<file path="src/rtl/load_store_unit.sv">
// Load/store unit: single-outstanding data-memory bus master for byte/half/word accesses.
// Optional build macro MISALIGN_TRAP_EN adds a misalign response instead of issuing unaligned H/W.
module load_store_unit #(
  parameter int TIMEOUT = 255,
  parameter int ADDR_W  = 32
) (
  input  logic              clk,
  input  logic              rst_n,
  input  logic              ex_valid,
  output logic              ex_ready,
  input  logic [5:0]        ex_alucode,
  input  logic [31:0]       ex_addr,
  input  logic [31:0]       ex_wdata,
  input  logic [4:0]        ex_rd,
  output logic              mem_req,
  output logic              mem_we,
  output logic [ADDR_W-1:0] mem_addr,
  output logic [3:0]        mem_be,
  output logic [31:0]       mem_wdata,
  input  logic              mem_gnt,
  input  logic              mem_rvalid,
  input  logic [31:0]       mem_rdata,
  output logic              wb_valid,
  output logic              wb_we,
  output logic [4:0]        wb_rd,
  output logic [31:0]       wb_data,
  output logic              bus_err
`ifdef MISALIGN_TRAP_EN
  ,
  output logic              misalign
`endif
);

  // Memory op encodings shared with the decoder's define.vh
  localparam logic [5:0] ALU_LB  = 6'd22;
  localparam logic [5:0] ALU_LH  = 6'd23;
  localparam logic [5:0] ALU_LW  = 6'd24;
  localparam logic [5:0] ALU_LBU = 6'd25;
  localparam logic [5:0] ALU_LHU = 6'd26;
  localparam logic [5:0] ALU_SB  = 6'd27;
  localparam logic [5:0] ALU_SH  = 6'd28;
  localparam logic [5:0] ALU_SW  = 6'd29;

  localparam logic [1:0] IDLE = 2'd0;
  localparam logic [1:0] REQ  = 2'd1;
  localparam logic [1:0] WAIT = 2'd2;
  localparam logic [1:0] RESP = 2'd3;

  localparam logic [1:0] SZ_B = 2'd0;
  localparam logic [1:0] SZ_H = 2'd1;
  localparam logic [1:0] SZ_W = 2'd2;

  // Counter only needs to reach TIMEOUT-1; the error fires on the cycle it sits there
  localparam int CNT_W = (TIMEOUT > 2) ? $clog2(TIMEOUT) : 1;
  localparam logic [CNT_W-1:0] CNT_LAST = CNT_W'((TIMEOUT > 0) ? TIMEOUT - 1 : 0);

  logic [1:0]        state_reg, state_next;
  logic [CNT_W-1:0]  cnt_reg, cnt_next;
  logic [ADDR_W-1:0] addr_reg, addr_next;
  logic [3:0]        be_reg, be_next;
  logic [31:0]       wdata_reg, wdata_next;
  logic              we_reg, we_next;
  logic [4:0]        rd_reg, rd_next;
  logic [1:0]        off_reg, off_next;
  logic [1:0]        size_reg, size_next;
  logic              uns_reg, uns_next;
  logic [31:0]       data_reg, data_next;
  logic              wbwe_reg, wbwe_next;
  logic              err_reg, err_next;
`ifdef MISALIGN_TRAP_EN
  logic              mis_reg, mis_next;
  logic              dec_mis;
`endif

  logic        dec_mem, dec_load, dec_uns;
  logic [1:0]  dec_size;
  logic [3:0]  lane_be;
  logic [31:0] lane_wdata;
  logic        timeout_hit;

  always_comb begin
    dec_mem  = 1'b1;
    dec_load = 1'b1;
    dec_size = SZ_W;
    dec_uns  = 1'b0;
    case (ex_alucode)
      ALU_LB:  dec_size = SZ_B;
      ALU_LH:  dec_size = SZ_H;
      ALU_LW:  dec_size = SZ_W;
      ALU_LBU: begin dec_size = SZ_B; dec_uns = 1'b1; end
      ALU_LHU: begin dec_size = SZ_H; dec_uns = 1'b1; end
      ALU_SB:  begin dec_size = SZ_B; dec_load = 1'b0; end
      ALU_SH:  begin dec_size = SZ_H; dec_load = 1'b0; end
      ALU_SW:  begin dec_size = SZ_W; dec_load = 1'b0; end
      default: begin dec_mem = 1'b0; dec_load = 1'b0; end
    endcase
  end

  always_comb begin
    lane_be    = 4'b1111;
    lane_wdata = ex_wdata;
    case (dec_size)
      SZ_B: begin
        lane_be    = 4'b0001 << ex_addr[1:0];
        lane_wdata = {4{ex_wdata[7:0]}};
      end
      SZ_H: begin
        lane_be    = 4'b0011 << {ex_addr[1], 1'b0};
        lane_wdata = {2{ex_wdata[15:0]}};
      end
      default: ;
    endcase
  end

`ifdef MISALIGN_TRAP_EN
  assign dec_mis = ((dec_size == SZ_H) && ex_addr[0]) ||
                   ((dec_size == SZ_W) && (ex_addr[1:0] != 2'b00));
`endif

  function automatic logic [31:0] extract(input logic [31:0] word, input logic [1:0] off,
                                          input logic [1:0] size, input logic uns);
    logic [31:0] sh;
    logic [31:0] res;
    sh  = word;
    res = word;
    case (size)
      SZ_B: begin
        sh  = word >> {off, 3'b000};
        res = uns ? {24'h0, sh[7:0]} : {{24{sh[7]}}, sh[7:0]};
      end
      SZ_H: begin
        sh  = word >> {off[1], 4'b0000};
        res = uns ? {16'h0, sh[15:0]} : {{16{sh[15]}}, sh[15:0]};
      end
      default: res = word;
    endcase
    return res;
  endfunction

  assign timeout_hit = (TIMEOUT != 0) && (cnt_reg == CNT_LAST);

  always_comb begin
    state_next = state_reg;
    cnt_next   = cnt_reg;
    addr_next  = addr_reg;
    be_next    = be_reg;
    wdata_next = wdata_reg;
    we_next    = we_reg;
    rd_next    = rd_reg;
    off_next   = off_reg;
    size_next  = size_reg;
    uns_next   = uns_reg;
    data_next  = data_reg;
    wbwe_next  = wbwe_reg;
    err_next   = err_reg;
`ifdef MISALIGN_TRAP_EN
    mis_next   = mis_reg;
`endif
    case (state_reg)
      IDLE: begin
        if (ex_valid && dec_mem) begin
          addr_next  = {ex_addr[ADDR_W-1:2], 2'b00};
          be_next    = lane_be;
          wdata_next = lane_wdata;
          we_next    = ~dec_load;
          rd_next    = ex_rd;
          off_next   = ex_addr[1:0];
          size_next  = dec_size;
          uns_next   = dec_uns;
          data_next  = '0;
          wbwe_next  = 1'b0;
          err_next   = 1'b0;
          cnt_next   = '0;
          state_next = REQ;
`ifdef MISALIGN_TRAP_EN
          mis_next = dec_mis;
          if (dec_mis) state_next = RESP;
`endif
        end
      end
      REQ: begin
        cnt_next = cnt_reg + 1'b1;
        if (mem_gnt) begin
          if (we_reg) begin
            state_next = RESP;
          end else if (mem_rvalid) begin
            data_next  = extract(mem_rdata, off_reg, size_reg, uns_reg);
            wbwe_next  = 1'b1;
            state_next = RESP;
          end else begin
            state_next = WAIT;
          end
        end else if (timeout_hit) begin
          err_next   = 1'b1;
          state_next = RESP;
        end
      end
      WAIT: begin
        cnt_next = cnt_reg + 1'b1;
        if (mem_rvalid) begin
          data_next  = extract(mem_rdata, off_reg, size_reg, uns_reg);
          wbwe_next  = 1'b1;
          state_next = RESP;
        end else if (timeout_hit) begin
          err_next   = 1'b1;
          state_next = RESP;
        end
      end
      default: begin
        state_next = IDLE;
        wbwe_next  = 1'b0;
        err_next   = 1'b0;
        data_next  = '0;
`ifdef MISALIGN_TRAP_EN
        mis_next   = 1'b0;
`endif
      end
    endcase
  end

  always_ff @(posedge clk or negedge rst_n) begin
    if (!rst_n) begin
      state_reg <= IDLE;
      cnt_reg   <= '0;
      addr_reg  <= '0;
      be_reg    <= '0;
      wdata_reg <= '0;
      we_reg    <= 1'b0;
      rd_reg    <= '0;
      off_reg   <= '0;
      size_reg  <= '0;
      uns_reg   <= 1'b0;
      data_reg  <= '0;
      wbwe_reg  <= 1'b0;
      err_reg   <= 1'b0;
`ifdef MISALIGN_TRAP_EN
      mis_reg   <= 1'b0;
`endif
    end else begin
      state_reg <= state_next;
      cnt_reg   <= cnt_next;
      addr_reg  <= addr_next;
      be_reg    <= be_next;
      wdata_reg <= wdata_next;
      we_reg    <= we_next;
      rd_reg    <= rd_next;
      off_reg   <= off_next;
      size_reg  <= size_next;
      uns_reg   <= uns_next;
      data_reg  <= data_next;
      wbwe_reg  <= wbwe_next;
      err_reg   <= err_next;
`ifdef MISALIGN_TRAP_EN
      mis_reg   <= mis_next;
`endif
    end
  end

  // Handshake outputs decode straight from state so reset removes them immediately
  assign ex_ready  = (state_reg == IDLE);
  assign mem_req   = (state_reg == REQ);
  assign mem_we    = mem_req & we_reg;
  assign mem_addr  = addr_reg;
  assign mem_be    = be_reg;
  assign mem_wdata = wdata_reg;
  assign wb_valid  = (state_reg == RESP);
  assign wb_we     = wb_valid & wbwe_reg;
  assign wb_rd     = rd_reg;
  assign wb_data   = wb_valid ? data_reg : 32'h0;
  assign bus_err   = wb_valid & err_reg;
`ifdef MISALIGN_TRAP_EN
  assign misalign  = wb_valid & mis_reg;
`endif

endmodule
</file>
<file path="config.mk">
export PLATFORM = sky130hd
export DESIGN_NAME = load_store_unit
export DESIGN_NICKNAME = d
export VERILOG_FILES = /design/src/rtl/load_store_unit.sv
export SDC_FILE = /design/constraint.sdc
export NUM_CORES = 1
export LEC_CHECK = 0
export CAP_MARGIN = 20
export CORE_UTILIZATION = 30
export DETAILED_ROUTE_END_ITERATION = 8
export GPL_TIMING_DRIVEN = 0
export SLEW_MARGIN = 20
export SYNTH_ARGS = -nofsm -noshare
export SYNTH_HDL_FRONTEND = slang
export SYNTH_SLANG_ARGS = --single-unit
</file>
<file path="constraint.sdc">
create_clock -name clk -period 2.8 [get_ports clk]
set_clock_uncertainty 0.1 [all_clocks]
set_input_delay 0.42 -clock clk [delete_from_list [all_inputs] [get_ports clk]]
set_output_delay 0.42 -clock clk [all_outputs]
set_load 0.02 [all_outputs]
</file>
Yosys cells after proc, flatten, opt, wreduce, memory -nomap -nowiden
Cells that the tools add are included.
{"block": "word_totals", "register_bits": 121, "input_bits": 112, "out_inout_bits": 111, "wordCells": 89}
{"block": "op_classes", "addsub": 1, "eq_ne": 19, "shift": 4, "mux": 33, "bitwise": 4, "reduce_logical": 15}
{"cell": "two-way mux 32 bit", "n": 7}
{"cell": "one-hot mux 32 bit (2 select lines)", "n": 2}
{"cell": "one-hot mux 32 bit (3 select lines)", "n": 1}
{"cell": "== test 6 x 5 -> 1 bit, second input constant", "n": 8}
{"cell": "right shift 32 x 5 -> 16 bit", "n": 1}
{"cell": "right shift 32 x 5 -> 8 bit", "n": 1}
{"cell": "one-hot mux 8 bit (2 select lines)", "n": 1}
{"cell": "two-way mux 1 bit", "n": 12}
{"cell": "adder 8 x 1 -> 8 bit, second input constant", "n": 1}
{"cell": "== test 8 bit, second input constant", "n": 1}
{"cell": "two-way mux 2 bit", "n": 4}
{"cell": "two-way mux 8 bit", "n": 1}
{"cell": "one-hot mux 4 bit (2 select lines)", "n": 1}
{"cell": "OR reduction 8 bit", "n": 1}
{"cell": "== test 2 x 1 -> 1 bit, second input constant", "n": 3}
{"cell": "logical NOT 2 bit", "n": 3}
{"cell": "inequality test 2 bit, second input constant", "n": 3}
{"cell": "one-hot mux 1 bit (3 select lines)", "n": 2}
{"cell": "one-hot mux 2 bit (3 select lines)", "n": 1}
{"cell": "AND reduction 3 bit", "n": 2}
{"cell": "OR reduction 3 bit", "n": 2}
{"cell": "OR reduction 5 bit", "n": 1}
{"cell": "== test 2 bit, second input constant", "n": 2}
{"cell": "inequality test 2 x 1 -> 1 bit, second input constant", "n": 2}
{"cell": "9 further kinds", "n": 13}

Logic depth before layout (Yosys ltp)
Gate-level depths: netlist (run 1).
{"block": "depth", "depth_word": 7, "depth_mapped": 9, "ltp_nobuf": 7}

Worst setup path before layout (run 1)
OpenSTA, ideal clock, no wires.
{"block": "synth_timing", "path_kind": "reg2reg", "startpoint": "reg state_reg[0]", "endpoint": "reg data_reg[21]", "setup_time_ns": 0.119, "arrival_time_ns": 1.829, "required_time_ns": 2.581, "setup_slack_ns": 0.752, "stages_incl_launch_ff": 10, "path_buffers": 3, "period_less_slack_ns": 2.048, "cell_sequence": "dfrtp_1 > inv_1 > ha_1 > clkbuf_1 > inv_1 > o221ai_2 > or2_1 > buf_2 > buf_6 > o21ai_2"}
{"block": "synth_via", "elab_chain_len": 3, "word_cells_on_any_way": 8, "classes_between": "eq/ne (5); mux (1); reduce/logical (2)"}
{"item": "start, declared", "line": "57", "source": "logic [1:0] state_reg, state_next;"}
{"item": "start signal, assigned", "line": "240", "source": "state_reg <= state_next;"}
{"item": "== test 2 x 1 -> 1 bit or logical NOT 2 bit (tied branches)", "line": "159", "source": "case (state_reg)"}
{"item": "inequality test 2 bit (no source line) or inequality test 2 x 1 -> 1 bit (tied branches)"}
{"item": "AND reduction 3 bit (no source line)"}
{"item": "end signal, assigned", "line": "250", "source": "data_reg <= data_next;"}
{"item": "end, declared", "line": "67", "source": "logic [31:0] data_reg, data_next;"}
Parallel ways exist; a longest one is shown, timed or not.
A chain may end at the register's enable or synchronous reset.

Worst setup path in the final report (run 1)
{"block": "layout_timing", "startpoint": "reg state_reg[0]", "endpoint": "out wb_data[12]"}
{"block": "layout_via", "elab_chain_len": 2}
{"item": "== test 2 bit", "line": "266", "source": "assign wb_valid = (state_reg == RESP);"}
{"item": "two-way mux 32 bit", "line": "269", "source": "assign wb_data = wb_valid ? data_reg : 32'h0;"}
{"item": "end, declared", "line": "26", "source": "output logic [31:0] wb_data,"}
Every way passes these cells.

==> results of run 1 <==
-- cell families (layout without fill, tap and decap cells) --
family,after synthesis,after routing,synth area share (%)
buffers and inverters,53,304,3.828
AO/OA/AOI/OAI,160,160,17.41
flip-flops,121,121,50.34
adder cells (fa/ha/maj),6,6,1.248
AND/OR/NAND/NOR,298,298,22.16
other,1,2,0.06235
XOR/XNOR,2,2,0.2913
multiplexers,27,27,4.660
-- how the worst min path moves through the flow --
stage                   from            to  cells after the start
2_1_floorplan          rst_n    cnt_reg[0]                      0
3_3_place_gp    mem_addr[22]  mem_addr[22]                      2
3_5_place_dp           rst_n  state_reg[0]                      1
4_1_cts        ex_alucode[3]       uns_reg                      3
5_1_grt        ex_alucode[3]       uns_reg                      3
6_report       ex_alucode[3]       uns_reg                      3
-- Yosys cell counts, drive strengths merged (5+ instances only) --
library cell	count	share of area [%]
nand2	193	12
dfrtp	121	50
o21ai	56	5.3
a21oi	53	4.4
and2	36	3.7
nor2	31	2.1
clkbuf	26	1.6
buf	19	1.7
mux2i	19	3.2
a222oi	14	2.3
a22o	14	2.0
inv	8	0.50
mux2	8	1.5
ha	6	1.2
nand3	5	0.42
nand3b	5	0.62
nor2b	5	0.52
-- where the power goes --
group          total [uW]  internal (uW)  switching (uW)
sequential           2990           2510             483
clock                1990           1150             839
combinational        4630           2010            2620
total                9610           5670            3940
-- final cells by class --
| class | count | area share, % |
|---|---|---|
| Sequential cell | 121 | 33.23 |
| Multi-Input combinational cell | 495 | 30.43 |
| Timing Repair Buffer | 220 | 24.42 |
| Clock buffer | 21 | 4.944 |
| Tap cell | 265 | 3.639 |
| Buffer | 44 | 2.183 |
| Clock inverter | 11 | 0.8239 |
| Inverter | 8 | 0.3296 |
-- per-layer routing --
| layer | wire length [um] | vias to the layer above | share of wire, % |
|---|---|---|---|
| met3 | 1847 | 17 | 9.1 |
| li1 | - | 2777 | - |
| met2 | 9153 | 219 | 45 |
| met5 | 0 | - | 0 |
| met4 | 240 | 0 | 1.2 |
| met1 | 8999 | 2712 | 44 |
-- cells in the final DEF (no fill, tap or decap), types with 17 or more instances in the layout --
| cell type | count |
|---|---|
| and2_1 | 36 |
| o21ai_0 | 35 |
| mux2i_1 | 19 |
| clkbuf_1 | 26 |
| clkdlybuf4s50_1 | 217 |
| clkbuf_16 | 17 |
| nor2_1 | 29 |
| dfrtp_1 | 121 |
| a21oi_1 | 53 |
| nand2_1 | 193 |
-- stage by stage --
stage	util (%)	std cells	hold slack, ps	area, sq um	TNS [ps]
5_1_grt	46.66	1185	295.9	9111	0
2_1_floorplan	-	669	24.41	6018	0
3_3_place_gp	43.69	1152	356.9	8532	-476990
6_report	46.66	1185	303.3	9111	0
3_5_place_dp	43.86	1153	199.5	8564	-375.2
4_1_cts	46.67	1186	293.8	9112	0
-- critical path, stage by stage (launching register included) --
cell,delay [ps]
dfrtp_1,420
ha_4,250
clkbuf_1,260
and2_1,170
clkdlybuf4s50_1,610
-- timing repair --
action,CTS,global route
endpoints found under the setup margin,30,43
endpoints found under the hold margin,29,0
resized for setup,2,4
hold buffers,1,0
==> results by group, run 1 <==
Die
  • Die W: 143.6 um
  • Initial Utilization: 30.80%
  • FP Rows: 51
  • DIE AREA: 20,620 sq um
  • Total core area: 19,530 sq um
  • I/O pins: 223
  • Chip Height: 143.6 um

CTS
  • CTS root buf: clkbuf_16
  • Max clock buf depth: 2
  • CTS buffer count: 17
  • Setup Fix Bufs, Post-CTS: 0
  • CTS tree: built
  • Clock Latency Late Sink: 420 ps
  • CTS clk-pin slew, worst paths: 60 ps
  • # H-tree levels: 4
  • Clock sink total: 121

Layout
  • FILL cells: 1,920
  • Multi-input logic area: 2773 sq um
  • Layout cells sized above 1: 7.935%
  • Synth-to-layout area growth: 51.49%
  • Area taken by flip-flops and latches: 3028 sq um
  • N_diodes: 0
  • Nets: 1,025

Global routing
  • Met2 Usage GRT: 31.66%
  • Largest net degree at the start of global routing: 93
  • GRT met1 Usage: 26.39%
  • GR Util met3: 8.331%
  • Total GRT Usage: 20.46%
  • Global-route wire length before repair: 31,450 um
  • Initial antenna violation count: 0
  • GR peak layer: met2
  • Vias in the first global route: 5,545
  • GRT overflow: 0

Detailed routing
  • Initial DRC count: 437
  • Vias per cell: 4.831
  • Final ANT Viol Nets: 0
  • Post-route DRC: 0
  • Overall via count from detail_route: 5,725
  • Post-Route WL: 20,240 um
  • Pre-antenna DRT Iters: 7
  • Wire per inst: 17.08 um

Power and ir drop
  • PwrDens: 1055 nW/um^2
  • Max IR drop VDD: 0.4771 mV
  • Overall power: 9608 uW
  • Leak: 0.003939 uW

Timing
  • Relative slew slack: 50.62%
  • Slew Viols, Final: 0
  • Setup Viol. Count Final: 0
  • Final Hold Viols: 0
  • Worst slew pin tran: 720.2 ps
  • Max frequency: 375.8 MHz
  • Post-layout min period: 2661 ps
  • Setup ws final: 139.0 ps
  • Period utilisation layout: 95.04%
  • RSZ-0062 raised after global routing: false

Place
  • Place WS: -58.25 ps
  • DP HPWL: 14,780 um
  • Gp weighted congestion: 0.7992
  • Port Buf Inserts: 218

Synth
  • Top_reg_cell synth: dfrtp_1
  • Post-Syn Area per Cell: 9.004 sq um
  • Unique masters post-synth: 57
  • Seq/Total Area, Yosys: 50.34%
  • Post-synth EDFFs: 0
  • Cells after Synth: 668
  • Netlist Area Pre-Place: 6015 sq um
  • FFs w/ async S/R, synth: 100.0%
  • Synthesis-stage register bit count: 121
  • Synth warnings: 0

Worst setup path
  • Arr. time, crit path: 2140 ps
  • Worst reg2reg path depth: 8
  • CP max FO: 10
  • R2r endpoint: data_reg[27]
  • Critical path class: reg -> out
  • End of the critical path: wb_data[12]
  • CP Capture Type: output pin
  • Critical path data required time: 2280 ps
  • R2R Setup Slk: 250 ps
  • Startpoint types: flip-flop
  • Worst setup path startpoint: state_reg[0]
  • Worst reg2reg startpoint: state_reg[0]

Job
  • Max_cap viols: 0

Status
  • Status: complete, no violations

Worst hold path
  • HP Class: in -> reg
(Power assumes the default switching activity.)
==> run 2: changes to the inputs <==
Settings changed: SKIP_CTS_REPAIR_TIMING from default to 1.
==> run 2 against run 1 <==
Net effect:
- sequential power barely moved
- via count up 0.21%
- sequential cell count unchanged
- sequential share of layout area about the same
- maximum frequency grew 3.7%
- routed wire length is essentially flat
- clock-buffer cell count did not move
- critical path depth unchanged
- largest cell class unchanged
- highest routed layer unchanged
==> results by group, run 2 (synthesized netlist as in run 1, its figures left out) <==
Layout
  • Fin area: 9112 sq um (was 9111 sq um)
  • N_diodes: 0 (unchanged)
  • Most frequent cells in the layout: clkdlybuf4s50_1, nand2_1, dfrtp_1, a21oi_1, and2_1 (unchanged)
  • Nets: 1,025 (unchanged)
  • Synth-to-layout area growth: 51.51% (was 51.49%)
  • Layout cells sized above 1: 8.043% (was 7.935%)
  • Commonest non-fill, non-tap cell in the layout: clkdlybuf4s50_1 (unchanged)

CTS
  • Max clock buf depth: 2 (unchanged)
  • # H-tree levels: 4 (unchanged)
  • CTS tree: built (unchanged)
  • Clock Latency Late Sink: 420 ps (about the same)
  • CTS buffer count: 17 (unchanged)
  • Clock sink total: 121 (unchanged)
  • CTS clk-pin slew, worst paths: 60 ps (about the same)
  • CTS root buf: clkbuf_16 (unchanged)

Worst setup path
  • CP Capture Type: output pin (unchanged)
  • Critical path data required time: 2280 ps (about the same)
  • CP max FO: 10 (unchanged)
  • Critical path class: reg -> out (unchanged)
  • Arr. time, crit path: 2050 ps (was 2140 ps)
  • Startpoint types: flip-flop (unchanged)

Detailed routing
  • Overall via count from detail_route: 5,737 (was 5,725)
  • Post-route DRC: 0 (unchanged)
  • Met3 Routed Length: 1884 um (was 1847 um)
  • Met2 WL post-DR: 9157 um (was 9153 um)
  • Final ANT Viol Nets: 0 (unchanged)
  • Post-Route WL: 20,230 um (was 20,240 um)
  • Top Metal Used: met4 (unchanged)
  • Wire per inst: 17.07 um (was 17.08 um)
  • Vias per cell: 4.841 (was 4.831)
  • Wl on met1: 8954 um (was 8999 um)
  • Initial DRC count: 423 (was 437)
  • Pre-antenna DRT Iters: 7 (unchanged)

Timing
  • Worst slew pin tran: 715.0 ps (was 720.2 ps)
  • Max frequency: 389.7 MHz (was 375.8 MHz)
  • Final Hold Viols: 0 (unchanged)
  • Setup ws final: 234.2 ps (was 139.0 ps)
  • Hold Worst Slack: 303.5 ps (was 303.3 ps)
  • Slew Viols, Final: 0 (unchanged)
  • Post-layout min period: 2566 ps (was 2661 ps)
  • RSZ-0062 raised after global routing: false (unchanged)
  • Setup Viol. Count Final: 0 (unchanged)
  • Relative slew slack: 50.97% (was 50.62%)
  • Period utilisation layout: 91.64% (was 95.04%)

Worst hold path
  • HP Class: in -> reg (unchanged)

Global routing
  • Largest net degree at the start of global routing: 93 (unchanged)
  • Total GRT Usage: 20.46% (unchanged)
  • Initial antenna violation count: 0 (unchanged)
  • Global-route wire length before repair: 31,450 um (unchanged)
  • Vias in the first global route: 5,535 (was 5,545)
  • GRT overflow: 0 (unchanged)

Job
  • Max_cap viols: 0 (unchanged)

Status
  • Status: complete, no violations (unchanged)

Power and ir drop
  • Overall power: 9606 uW (was 9608 uW)
  • Leak: 0.003943 uW (was 0.003939 uW)
  • Max IR drop VDD: 0.4755 mV (was 0.4771 mV)
  • PwrDens: 1054 nW/um^2 (was 1055 nW/um^2)

Place
  • Gp weighted congestion: 0.7992 (unchanged)
  • Port Buf Inserts: 218 (unchanged)
  • Place WS: -58.25 ps (unchanged)
  • DP HPWL: 14,780 um (unchanged)
  • Dpl cell area: 8564 sq um (unchanged)

Die
  • Die W: 143.6 um (unchanged)
  • DIE AREA: 20,620 sq um (unchanged)
  • I/O pins: 223 (unchanged)
  • FP Rows: 51 (unchanged)
  • Initial Utilization: 30.80% (unchanged)
  • Total core area: 19,530 sq um (unchanged)
  • Chip Height: 143.6 um (unchanged)
-- run 2: layer usage --
metal	vias up	global-route usage, %
li1	2775	-
met1	2709	26.39
met2	236	31.73
met3	17	8.331
met4	0	4.983
met5	-	0
-- run 2: path summary, 6_finish.rpt --
kind,from,cells after the start,end,slack (ps)
setup / recovery,state_reg[0],4,wb_data[12],230
hold / removal,ex_alucode[3],3,uns_reg,300
setup reg to reg,state_reg[0],8,data_reg[27],260
hold reg to reg,mem_addr[13],2,mem_addr[13],370
max in group asynchronous,rst_n,3,data_reg[5],1490
min in group asynchronous,rst_n,2,mem_addr[5],360
-- run 2: layout make-up --
class	instances	area [sq um]
flip-flops and latches	121	3028
multi-input cells	495	2773
plain buffers	44	200.2
well taps	265	331.6
repair buffers	220	2225
clock buffers	21	450.4
inverters	8	30.03
clock inverters	11	75.07
fillers	1922	10410
-- run 2: critical path, cell delays in order (launching register included) --
cell	delay, ps
dfrtp_1	420
ha_4	250
clkbuf_2	200
and2_1	140
clkdlybuf4s50_1	610
-- run 2: report_power, final --
group / internal (uW) / switching (uW)
registers: 2510 / 484
clock network: 1150 / 842
logic: 2010 / 2610
total: 5670 / 3940
-- run 2: per-stage QoR --
step	std cells	setup TNS, ps	util, %
6_report	1185	0	46.67
5_1_grt	1185	0	46.67
4_1_cts	1185	-4362	46.55
3_5_place_dp	1153	-375.2	43.86
3_3_place_gp	1152	-476990	43.69
2_1_floorplan	669	0	-
==> run 3: changes to the inputs <==
Settings changed: CORE_ASPECT_RATIO from default to 0.6.
==> run 3 against run 2 <==
Net effect:
- total power rose by 4.7%
- first-iteration DRC count fell by 5.7%
- routed wire length rose by 4.2%
- sequential power barely moved
==> results by group, run 3 (synthesized netlist as in run 1, its figures left out) <==
Timing
  • Hold Worst Slack: 246.4 ps (was 303.5 ps)
  • Period utilisation layout: 93.62% (was 91.64%)
  • Slew Viols, Final: 0 (unchanged)
  • RSZ-0062 raised after global routing: false (unchanged)
  • Max frequency: 381.5 MHz (was 389.7 MHz)
  • Final Hold Viols: 0 (unchanged)
  • Final setup TNS: 0 ps (unchanged)
  • Worst slew pin tran: 693.4 ps (was 715.0 ps)
  • Setup Viol. Count Final: 0 (unchanged)
  • Post-layout min period: 2621 ps (was 2566 ps)
  • Setup ws final: 178.5 ps (was 234.2 ps)
  • Relative slew slack: 52.45% (was 50.97%)

Detailed routing
  • Vias per cell: 4.900 (was 4.841)
  • Initial DRC count: 399 (was 423)
  • Post-Route WL: 21,080 um (was 20,230 um)
  • Overall via count from detail_route: 5,811 (was 5,737)
  • Wire per inst: 17.77 um (was 17.07 um)
  • Final ANT Viol Nets: 0 (unchanged)
  • Post-route DRC: 0 (unchanged)
  • Pre-antenna DRT Iters: 6 (was 7)

Worst setup path
  • Crit-path max cell delay: 590 ps (was 610 ps)
  • CP max-delay cell: clkdlybuf4s50_1 (unchanged)
  • Arr. time, crit path: 2100 ps (was 2050 ps)
  • CP Capture Type: output pin (unchanged)
  • CP max FO: 10 (unchanged)
  • Critical path's top delay family: buffers and inverters (unchanged)
  • Critical path data required time: 2280 ps (about the same)
  • Buf/Inv on CP: 2 (unchanged)
  • Cell chain of the critical path: ha_4, clkbuf_1, and2_1, clkdlybuf4s50_1 (was ha_4, clkbuf_2, and2_1, clkdlybuf4s50_1)
  • Critical path class: reg -> out (unchanged)
  • R2R Setup Slk: 240 ps (was 260 ps)
  • Startpoint types: flip-flop (unchanged)

CTS
  • Clock sink total: 121 (unchanged)
  • # H-tree levels: 4 (unchanged)
  • CTS tree: built (unchanged)
  • CTS buffer count: 17 (unchanged)
  • CTS root buf: clkbuf_16 (unchanged)
  • CTS clk-pin slew, worst paths: 60 ps (about the same)
  • Clock Latency Late Sink: 410 ps (was 420 ps)
  • Max clock buf depth: 2 (unchanged)

Global routing
  • Initial antenna violation count: 1 (was 0)
  • GRT overflow: 0 (unchanged)
  • Largest net degree at the start of global routing: 80 (was 93)
  • GRT met1 Usage: 29.85% (was 26.39%)
  • Vias in the first global route: 5,873 (was 5,535)
  • GR Util met3: 8.407% (was 8.331%)
  • Total GRT Usage: 21.08% (was 20.46%)
  • GR peak layer: met2 (unchanged)
  • Global-route wire length before repair: 33,050 um (was 31,450 um)
  • Met2 Usage GRT: 30.28% (was 31.73%)

Layout
  • Most frequent cells in the layout: clkdlybuf4s50_1, nand2_1, dfrtp_1, a21oi_1, and2_1 (unchanged)
  • Synth-to-layout area growth: 53.26% (was 51.51%)
  • FILL cells: 1,862 (was 1,922)
  • Commonest non-fill, non-tap cell in the layout: clkdlybuf4s50_1 (unchanged)
  • N_diodes: 0 (unchanged)
  • Nets: 1,025 (unchanged)
  • Final Core Density: 47.70% (was 46.67%)
  • Layout cells sized above 1: 8.478% (was 8.043%)
  • Area taken by flip-flops and latches: 3028 sq um (unchanged)
  • Multi-input logic area: 2773 sq um (unchanged)

Power and ir drop
  • Overall power: 10,050 uW (was 9606 uW)
  • Max IR drop VDD: 0.5084 mV (was 0.4755 mV)
  • PwrDens: 1091 nW/um^2 (was 1054 nW/um^2)
  • Leak: 0.004005 uW (was 0.003943 uW)

Worst hold path
  • HP Class: in -> reg (unchanged)

Job
  • Max_cap viols: 0 (unchanged)

Status
  • Status: complete, no violations (unchanged)

Place
  • Place WS: -116.2 ps (was -58.25 ps)
  • DP HPWL: 15,570 um (was 14,780 um)
  • Port Buf Inserts: 218 (unchanged)
  • Gp weighted congestion: 0.8062 (was 0.7992)

Die
  • Die W: 184.8 um (was 143.6 um)
  • Chip Height: 111.7 um (was 143.6 um)
  • FP Rows: 39 (was 51)
  • Total core area: 19,320 sq um (was 19,530 sq um)
  • Initial Utilization: 31.13% (was 30.80%)
  • I/O pins: 223 (unchanged)
  • DIE AREA: 20,640 sq um (was 20,620 sq um)
==> run 3: final timing paths <==
kind	start	depth (start not counted)	end
max in group asynchronous	rst_n	3	mem_addr[15]
hold reg to reg	data_reg[26]	2	data_reg[26]
hold / removal	ex_alucode[3]	3	uns_reg
setup reg to reg	state_reg[1]	8	data_reg[22]
setup / recovery	state_reg[1]	4	wb_data[17]
min in group asynchronous	rst_n	2	state_reg[0]
==> run 3: layout make-up <==
| type | count | share of cell area [%] |
|---|---|---|
| clock buffer | 18 | 4.656 |
| inverter | 8 | 0.3258 |
| sequential | 121 | 32.85 |
| timing repair buffer | 220 | 24.13 |
| multi-input combinational | 495 | 30.08 |
| clock inverter | 14 | 2.145 |
| buffer | 44 | 2.199 |
| tap | 266 | 3.611 |
==> run 3: layer usage <==
| metal | vias up | share of wire (%) |
|---|---|---|
| li1 | 2774 | - |
| met4 | 2 | 0.54 |
| met3 | 12 | 10 |
| met1 | 2786 | 47 |
| met2 | 237 | 42 |
| met5 | - | 0.047 |
==> run 3: worst reg2reg max path, delay by kind of cell (launching register included) <==
kind                     cells  cell delay [ps]
AO/OA/AOI/OAI                2              490
AND/OR/NAND/NOR              1              150
adder cells (fa/ha/maj)      1              510
buffers and inverters        4              750
flip-flops                   1              430
==> run 3: report_power, final <==
group          total, uW  internal (uW)  switching, uW
Clock               2370           1500            877
Combinational       4670           2010           2650
Sequential          3010           2510            506
Total              10100           6020           4040
==> run 3: per-stage QoR <==
stage / area [sq um] / cells
floorplan: 6018 / 669
global placement: 8533 / 1153
detailed placement: 8566 / 1154
CTS: 9193 / 1186
global route: 9218 / 1186
finish: 9218 / 1186
